**config.mk**
```make
export PLATFORM = sky130hd
export DESIGN_NAME = contador_regressivo_n
export DESIGN_NICKNAME = d
export VERILOG_FILES = /design/src/rtl/contador_regressivo_n.sv
export SDC_FILE = /design/constraint.sdc
export NUM_CORES = 1
export LEC_CHECK = 0
export ABC_CLOCK_PERIOD_IN_PS = 2500
export BUFFER_PORTS_ARGS = -buffer_cell sky130_fd_sc_hd__buf_2
export CAP_MARGIN = 15
export CORE_ASPECT_RATIO = 1.1
export CORE_MARGIN = 2
export CORE_UTILIZATION = 55
export DETAILED_ROUTE_END_ITERATION = 6
export PLACE_DENSITY = 0.8
export SLEW_MARGIN = 20
export SYNTH_ARGS = -nofsm -noshare
export SYNTH_HDL_FRONTEND = slang
export SYNTH_SLANG_ARGS = --single-unit
```
**constraint.sdc**
```tcl
create_clock -name clock -period 2.5 [get_ports clock]
set_input_delay 0.25 -clock clock [delete_from_list [all_inputs] [get_ports clock]]
set_output_delay 0.25 -clock clock [all_outputs]
set_load 0.02 [all_outputs]
```
**src/rtl/contador_regressivo_n.sv**
```systemverilog
// Down-counting timer: loads a start value, steps down once every PRESCALE clocks,
// flags the half-time point and pulses timeout at each terminal count.
module contador_regressivo_n #(
    parameter int N            = 6,
    parameter int DEFAULT_LOAD = 10,
    parameter int PRESCALE     = 1000
) (
    input  logic         clock,
    input  logic         clr,
    input  logic         start,
    input  logic         pause,
    input  logic         stop,
    input  logic         auto_rld,
    input  logic [N-1:0] load_val,
    output logic [N-1:0] Q,
    output logic         running,
    output logic         paused,
    output logic         done,
    output logic         half_rco,
    output logic         zero_rco,
    output logic         timeout
);

    localparam int PW = (PRESCALE > 2) ? $clog2(PRESCALE) : 1;

    typedef enum logic [1:0] {
        S_IDLE  = 2'd0,
        S_RUN   = 2'd1,
        S_PAUSE = 2'd2,
        S_DONE  = 2'd3
    } state_t;

    state_t        r_state;
    logic [N-1:0]  r_q;
    logic [N-1:0]  r_reload;
    logic [PW-1:0] r_presc;
    logic          r_timeout;

    logic          w_tick;
    logic [N-1:0]  w_load;
    logic [PW-1:0] w_presc_nxt;

    assign w_tick      = (r_presc == PW'(PRESCALE - 1));
    // A zero load would park RUN at Q=0, so it maps to the default start value.
    assign w_load      = (load_val == '0) ? N'(DEFAULT_LOAD) : load_val;
    assign w_presc_nxt = w_tick ? '0 : r_presc + PW'(1);

    always_ff @(posedge clock or negedge clr) begin
        if (!clr) begin
            r_state   <= S_IDLE;
            r_q       <= '0;
            r_reload  <= N'(DEFAULT_LOAD);
            r_presc   <= '0;
            r_timeout <= 1'b0;
        end else begin
            r_timeout <= 1'b0;
            unique case (r_state)
                S_IDLE, S_DONE: begin
                    if (stop) begin
                        r_state <= S_IDLE;
                    end else if (start) begin
                        r_state  <= S_RUN;
                        r_reload <= w_load;
                        r_q      <= w_load;
                        r_presc  <= '0;
                    end
                end
                S_RUN: begin
                    if (stop) begin
                        r_state <= S_IDLE;
                        r_q     <= '0;
                        r_presc <= '0;
                    end else if (start) begin
                        r_reload <= w_load;
                        r_q      <= w_load;
                        r_presc  <= '0;
                    end else begin
                        r_presc <= w_presc_nxt;
                        if (pause) begin
                            r_state <= S_PAUSE;
                        end
                        // Terminal DONE is assigned last so it overrides a concurrent pause.
                        if (w_tick) begin
                            if (r_q > N'(1)) begin
                                r_q <= r_q - N'(1);
                            end else begin
                                r_timeout <= 1'b1;
                                if (auto_rld) begin
                                    r_q <= r_reload;
                                end else begin
                                    r_q     <= '0;
                                    r_state <= S_DONE;
                                end
                            end
                        end
                    end
                end
                S_PAUSE: begin
                    if (stop) begin
                        r_state <= S_IDLE;
                        r_q     <= '0;
                        r_presc <= '0;
                    end else if (start) begin
                        r_state <= S_RUN;
                    end
                end
                default: r_state <= S_IDLE;
            endcase
        end
    end

    assign Q        = r_q;
    assign running  = (r_state == S_RUN);
    assign paused   = (r_state == S_PAUSE);
    assign done     = (r_state == S_DONE);
    assign half_rco = ((r_state == S_RUN) || (r_state == S_PAUSE)) && (r_q == (r_reload >> 1));
    assign zero_rco = (r_q == '0);
    assign timeout  = r_timeout;

endmodule

```
### After elaboration in Yosys (flattened, before gate mapping)

Index checks and enable logic that the tools add are counted.

| word-level totals | value |
|---|---|
| bits of input ports | 12 |
| bits in registers | 25 |
| output and inout bits | 12 |
| logic and storage cells | 63 |

| operators by class | value |
|---|---|
| add/subtract/negate cells | 2 |
| order comparisons | 1 |
| mux-type cells | 31 |
| reduce and logical (&&, ||, !) cells | 12 |
| bitwise operators | 1 |
| eq/ne operators | 11 |

Operator list:

| kind | number |
|---|---|
| $mux 10 | 6 |
| $mux 6 | 9 |
| $pmux 10 s3 | 1 |
| $pmux 6 s3 | 1 |
| $mux 2 | 8 |
| $logic_not 6->1 | 2 |
| $add 10x1->10 const B | 1 |
| $eq 10x10->1 const B | 1 |
| $eq 6x5->1 | 1 |
| $gt 6x1->1 const B | 1 |
| $ne 2x2->1 const B | 3 |
| $reduce_and 3->1 | 2 |
| $reduce_or 3->1 | 2 |
| $sub 6x1->6 const B | 1 |
| $mux 1 | 5 |
| $eq 2x2->1 const B | 2 |
| $ne 4x3->1 const B | 1 |
| $pmux 2 s2 | 1 |
| $reduce_and 4->1 | 1 |
| $ne 3x1->1 const B | 1 |
| $ne 3x3->1 const B | 1 |
| $eq 2x1->1 const B | 1 |
| $logic_not 2->1 | 1 |
| $reduce_and 2->1 | 1 |
| 4 further kinds | 4 |

### Longest topological paths before layout

| depth | value |
|---|---|
| word-level depth | 7 |
| mapped depth | 8 |
| depth with buffers taken out | 6 |

### Worst setup path before layout

Ideal clock, no wire load.

| timing | value |
|---|---|
| path type | reg2reg |
| start point | register r_q[0], in the netlist Q[0] |
| end point | register r_q[5], in the netlist Q[5] |
| arrival time | 1.861 ns |
| slack | 0.509 ns |
| buffers on the path | 0 |
| stages on the path, launching flop included | 7 |
| required time | 2.370 ns |
| path through | dfrtp_1 inv_1 ha_1 or2_2 a311o_1 a31oi_1 a22oi_1 |

| on the way | value |
|---|---|
| longest elaborated chain between the ends | 6 |
| elaborated cells on any way between the ends | 7 |
| those cells by class | add/sub: 1; order compare: 1; mux: 5 |

RTL lines:

| element | RTL line | source |
|---|---|---|
| from (decl) | 34 | `logic [N-1:0] r_q;` |
| from (signal assigned) | 64 | `r_q <= w_load;` |
| from (signal assigned) | 75 | `r_q <= w_load;` |
| from (signal assigned) | 85 | `r_q <= r_q - N'(1);` |
| $sub 6x1->6 or $gt 6x1->1 (tied branches) | 85, 84 |  |
| $mux 6 * | 84 | `if (r_q > N'(1)) begin` |
| $mux 6 * | 83 | `if (w_tick) begin` |
| $mux 6 * | 73 | `end else if (start) begin` |
| $mux 6 * | 69 | `if (stop) begin` |
| $pmux 6 s3 * | 57 | `unique case (r_state)` |

Every way passes the cells marked *; elsewhere a longest branch is shown, timed or not. The select of a mux whose other input is x is not followed.
A chain may end at the register's enable or synchronous reset.

### Worst setup path after layout

| timing | value |
|---|---|
| start point | register r_state[0] |
| end point | register r_q[0], in the netlist Q[0] |

| on the way | value |
|---|---|
| longest elaborated chain between the ends | 4 |
| elaborated cells on any way between the ends | 11 |
| those cells by class | eq/ne: 7; mux: 1; reduce/logical: 3 |

RTL lines:

| element | RTL line | source |
|---|---|---|
| from (decl) | 33 | `state_t r_state;` |
| from (signal assigned) | 50 | `r_state <= S_IDLE;` |
| from (signal assigned) | 60 | `r_state <= S_IDLE;` |
| from (signal assigned) | 62 | `r_state <= S_RUN;` |
| $eq 2x2->1 or $logic_not 2->1 (tied branches) | 57 |  |
| $reduce_or 2->1 | 57 |  |
| $ne 2x2->1 (no source line) | - |  |
| $reduce_and 4->1 (no source line) | - |  |

Parallel ways exist; a longest one is shown, timed or not.

==> out/metrics.yaml <==
die:
  die_x_um: 55.9
  io_pins: 24
  die_h_um: 61.1
  std_cell_rows: 20
  core_um2: 2800
  die_area_um2: 3410
  initial_core_util_pct: 58.1
yosys:
  synthCells: 182
  synth_top_family_by_area: "simple AND/OR/NAND/NOR gates"
  synth_area_um2: 1630
  ys_seq_area_share_pct: 38.6
  yosys.area_share.simple_pct: 23.8
  yosysUniqueCellTypes: 46
  synth.area.mux_share_pct: 2.76
  synth-adder-area-share_pct: 5.38
  ys_ff_latch: 25
  synth-compound-area-share_pct: 21.9
  syn_area_per_cell_um2: 8.95
  ys_warn_count: 0
  synth_xor_area_share_pct: 4.30
  syn-num-nets: 201
drt:
  ant_nets: 0
  drc_errors: 0
  first_pass_iters: 4
  wl_mm: 4.14
  via_per_inst: 6.43
  vias: 1542
  wl_per_cell_um: 17.2
  drt_iter0_markers: 111
clock_network:
  numCtsBuffers: 3
  clockBufferDepth: 2
  clock_latency_ns: 0.32
  cts-root-buf: "clkbuf_4"
  clock_sinks: 25
  cts_tree: "done"
  clk_pin_slew_ns: 0.14
  cts_setup_buffers: 0
  cts_max_level: 1
worst_setup_path:
  start_kind: "register"
  path_cells: "inv_1, ha_1, or4b_4, a311oi_1, a21oi_1, o32ai_1"
  crit_fanout: 9
  worst_ep_required_time_ns: 2.74
  cp_slowest_stage_delay_ns: 0.58
  critPathTopFamily: "compound AO/OA/AOI/OAI gates"
  path_buf_inv: 1
  critical_path.endpoint_type: "register"
  path_class: "register to register"
  crit_slowest_cell: "or4b_4"
  cp.arrival_ns: 2.39
status:
  outcome: "finished clean"
sta:
  whs_ns: 0.177
  timing.final.crit_period_ns: 2.15
  maxClockFrequency_ghz: 0.465
  finalMaxSlewViolations: 0
  setup_tns_ns: 0
  rsz0062_at_grt: "no"
  hold_viol_final: 0
  setup_viol: 0
  clock_skew_ns: 0.00755
  worstMarginPinSlew_ns: 0.713
  max-slew-margin-rel_pct: 52.5
  timing.final.crit_share_pct: 86.0
power:
  switchingPower_mw: 0.436
  powerDensity_nw_per_um2: 604
  totalPowerFinal_mw: 1.10
  seqPwrFrac_pct: 48.5
  power_leakage_nw: 0.766
  vdd_drop_max_uv: 536
  power_frac_comb_pct: 34.7
  pwr-share-clk_pct: 16.8
  switching_share_pct: 39.6
  p_int_mw: 0.663
finish:
  seq_area_um2: 628
  most-common-layout-cells: "23 x dfrtp_1, 23 x buf_2, 15 x nor2_1, 15 x nand2_1, 15 x a21oi_1"
  syn_to_final_growth_pct: 11.6
  multi_input_area_um2: 947
  fillers: 258
  nets: 227
  drive_above_1_share_pct: 19.8
  diodes: 0
place:
  detailed_place_hpwl_mm: 3.14
  place.gp.congestion: 0.890
  port_buffers: 23
global_route:
  grt_overflow_total: 0
  grt_usage_pct: 26.4
  antenna_found_initial: 0
  grt_pass1_wl_mm: 6.97
  grt_max_degree: 26
  first_global_vias: 1527
run:
  maxCapViolCount: 0
hold_path:
  hold_class: "primary input to register"
-- registers in the layout (all words and copies together) (netlist names) --
name / count
Q: 6
r_presc: 10
r_reload: 6
r_state: 2
timeout: 1
-- metal layers --
layer / vias to the layer above / global-route usage (%) / share of wire (%) / wire length, um
met3: 10 / 2.73 / 5.3 / 220
li1: 734 / - / - / -
met2: 55 / 48.3 / 51 / 2120
met1: 743 / 32.4 / 42 / 1730
met4: 0 / 11.6 / 1.7 / 72
met5: - / 0 / 0 / 0
-- cell families (layout without fill, tap and decap cells) --
family	after synthesis	in the layout
and+or+nand+nor	70	70
muxes	4	4
DFF	25	25
AOI/OAI and AO/OA	55	55
buffers and inverters	13	38
xor gates and xnor gates	8	8
adders and majority gates	7	7
-- path summary, 6_finish.rpt --
path | slack (ns) | from | endpoint | cells after the start
max reg2reg | 0.35 | r_state[0]$_DFFE_PN0P_ | Q[0]$_DFFE_PN0P_ | 6
min | 0.18 | load_val[4] | r_reload[4]$_DFFE_PN0P_ | 2
max | 0.35 | r_state[0]$_DFFE_PN0P_ | Q[0]$_DFFE_PN0P_ | 6
max in group asynchronous | 1.68 | clr | r_reload[3]$_DFFE_PN1P_ | 2
min in group asynchronous | 0.44 | clr | Q[0]$_DFFE_PN0P_ | 2
min reg2reg | 0.54 | r_presc[1]$_DFFE_PN0P_ | r_presc[1]$_DFFE_PN0P_ | 2
-- worst register-to-register path: cells and delay by family, from the launching register on --
family	cells	cell delay, ns
AO/OA/AOI/OAI	3	0.60
adder cells (fa/ha/maj)	1	0.41
buffers and inverters	1	0.07
flip-flops	1	0.41
AND/OR/NAND/NOR	1	0.59
-- metrics by stage --
| stage | utilization (%) | std cells | setup slack, ns | area, um2 |
|---|---|---|---|---|
| floorplan | - | 182 | 0.509 | 1630 |
| global placement | 63.5 | 235 | 0.472 | 1780 |
| detailed placement | 63.5 | 235 | 0.408 | 1780 |
| CTS | 64.9 | 240 | 0.380 | 1820 |
| global route | 64.9 | 240 | 0.210 | 1820 |
| finish | 64.9 | 240 | 0.349 | 1820 |
-- power groups by stage --
| stage | clock network [mW] | registers, mW | logic, mW |
|---|---|---|---|
| floorplan | 0 | 0.539 | 0.242 |
| global placement | 0 | 0.536 | 0.369 |
| global route | 0.204 | 0.541 | 0.418 |
| CTS | 0.189 | 0.530 | 0.380 |
| finish | 0.185 | 0.533 | 0.381 |
| detailed placement | 0 | 0.538 | 0.373 |
-- cell type report --
cell class / count / share of cell area (%)
clock inverters: 1 / 0.275
well taps: 33 / 2.27
inverters: 7 / 1.45
multi-input cells: 144 / 52.1
repair buffers: 27 / 8.12
flip-flops and latches: 25 / 34.5
clock buffers: 3 / 1.24
-- synth_stat cells (all sizes together) --
| library cell | number | area (um2) |
|---|---|---|
| dfrtp | 23 | 576 |
| a21oi | 15 | 75.1 |
| nand2 | 15 | 56.3 |
| nor2 | 15 | 56.3 |
| o21ai | 11 | 55.1 |
| o31ai | 8 | 60.1 |
| ha | 7 | 87.6 |
| inv | 7 | 26.3 |
| or4 | 6 | 45.0 |
| a31oi | 5 | 31.3 |
| nor3 | 5 | 25.0 |
| nor4 | 5 | 31.3 |
| xnor2 | 5 | 43.8 |
| buf | 4 | 20.0 |
| mux2 | 4 | 45.0 |
| nand3 | 4 | 20.0 |
| nand4 | 3 | 18.8 |
| xor2 | 3 | 26.3 |
| a211o | 2 | 17.5 |
| a21o | 2 | 15.0 |
| a221o | 2 | 20.0 |
| clkbuf | 2 | 7.51 |
| dfstp | 2 | 52.6 |
| nand2b | 2 | 20.0 |
| nor2b | 2 | 12.5 |
| o211ai | 2 | 15.0 |
| or2 | 2 | 12.5 |
| or3 | 2 | 12.5 |
| a2111oi | 1 | 8.76 |
| a211oi | 1 | 7.51 |
| a22oi | 1 | 7.51 |
| a311o | 1 | 10.0 |
| a311oi | 1 | 8.76 |
| and2b | 1 | 7.51 |
| and3 | 1 | 6.26 |
| and3b | 1 | 8.76 |
| and4 | 1 | 8.76 |
| nand4b | 1 | 8.76 |
| nor3b | 1 | 7.51 |
| o21a | 1 | 7.51 |
| o31a | 1 | 8.76 |
| o32ai | 1 | 8.76 |
| or2b | 1 | 7.51 |
| or3b | 1 | 8.76 |
| or4b | 1 | 13.8 |
-- timing repair --
| item | 4_1_cts | 5_1_grt |
|---|---|---|
| endpoints found under the setup margin | 0 | 0 |
| resized for setup | 0 | 0 |
| hold buffers | 1 | 0 |
| endpoints found under the hold margin | 23 | 0 |
Power figures use the tool's default switching activity.
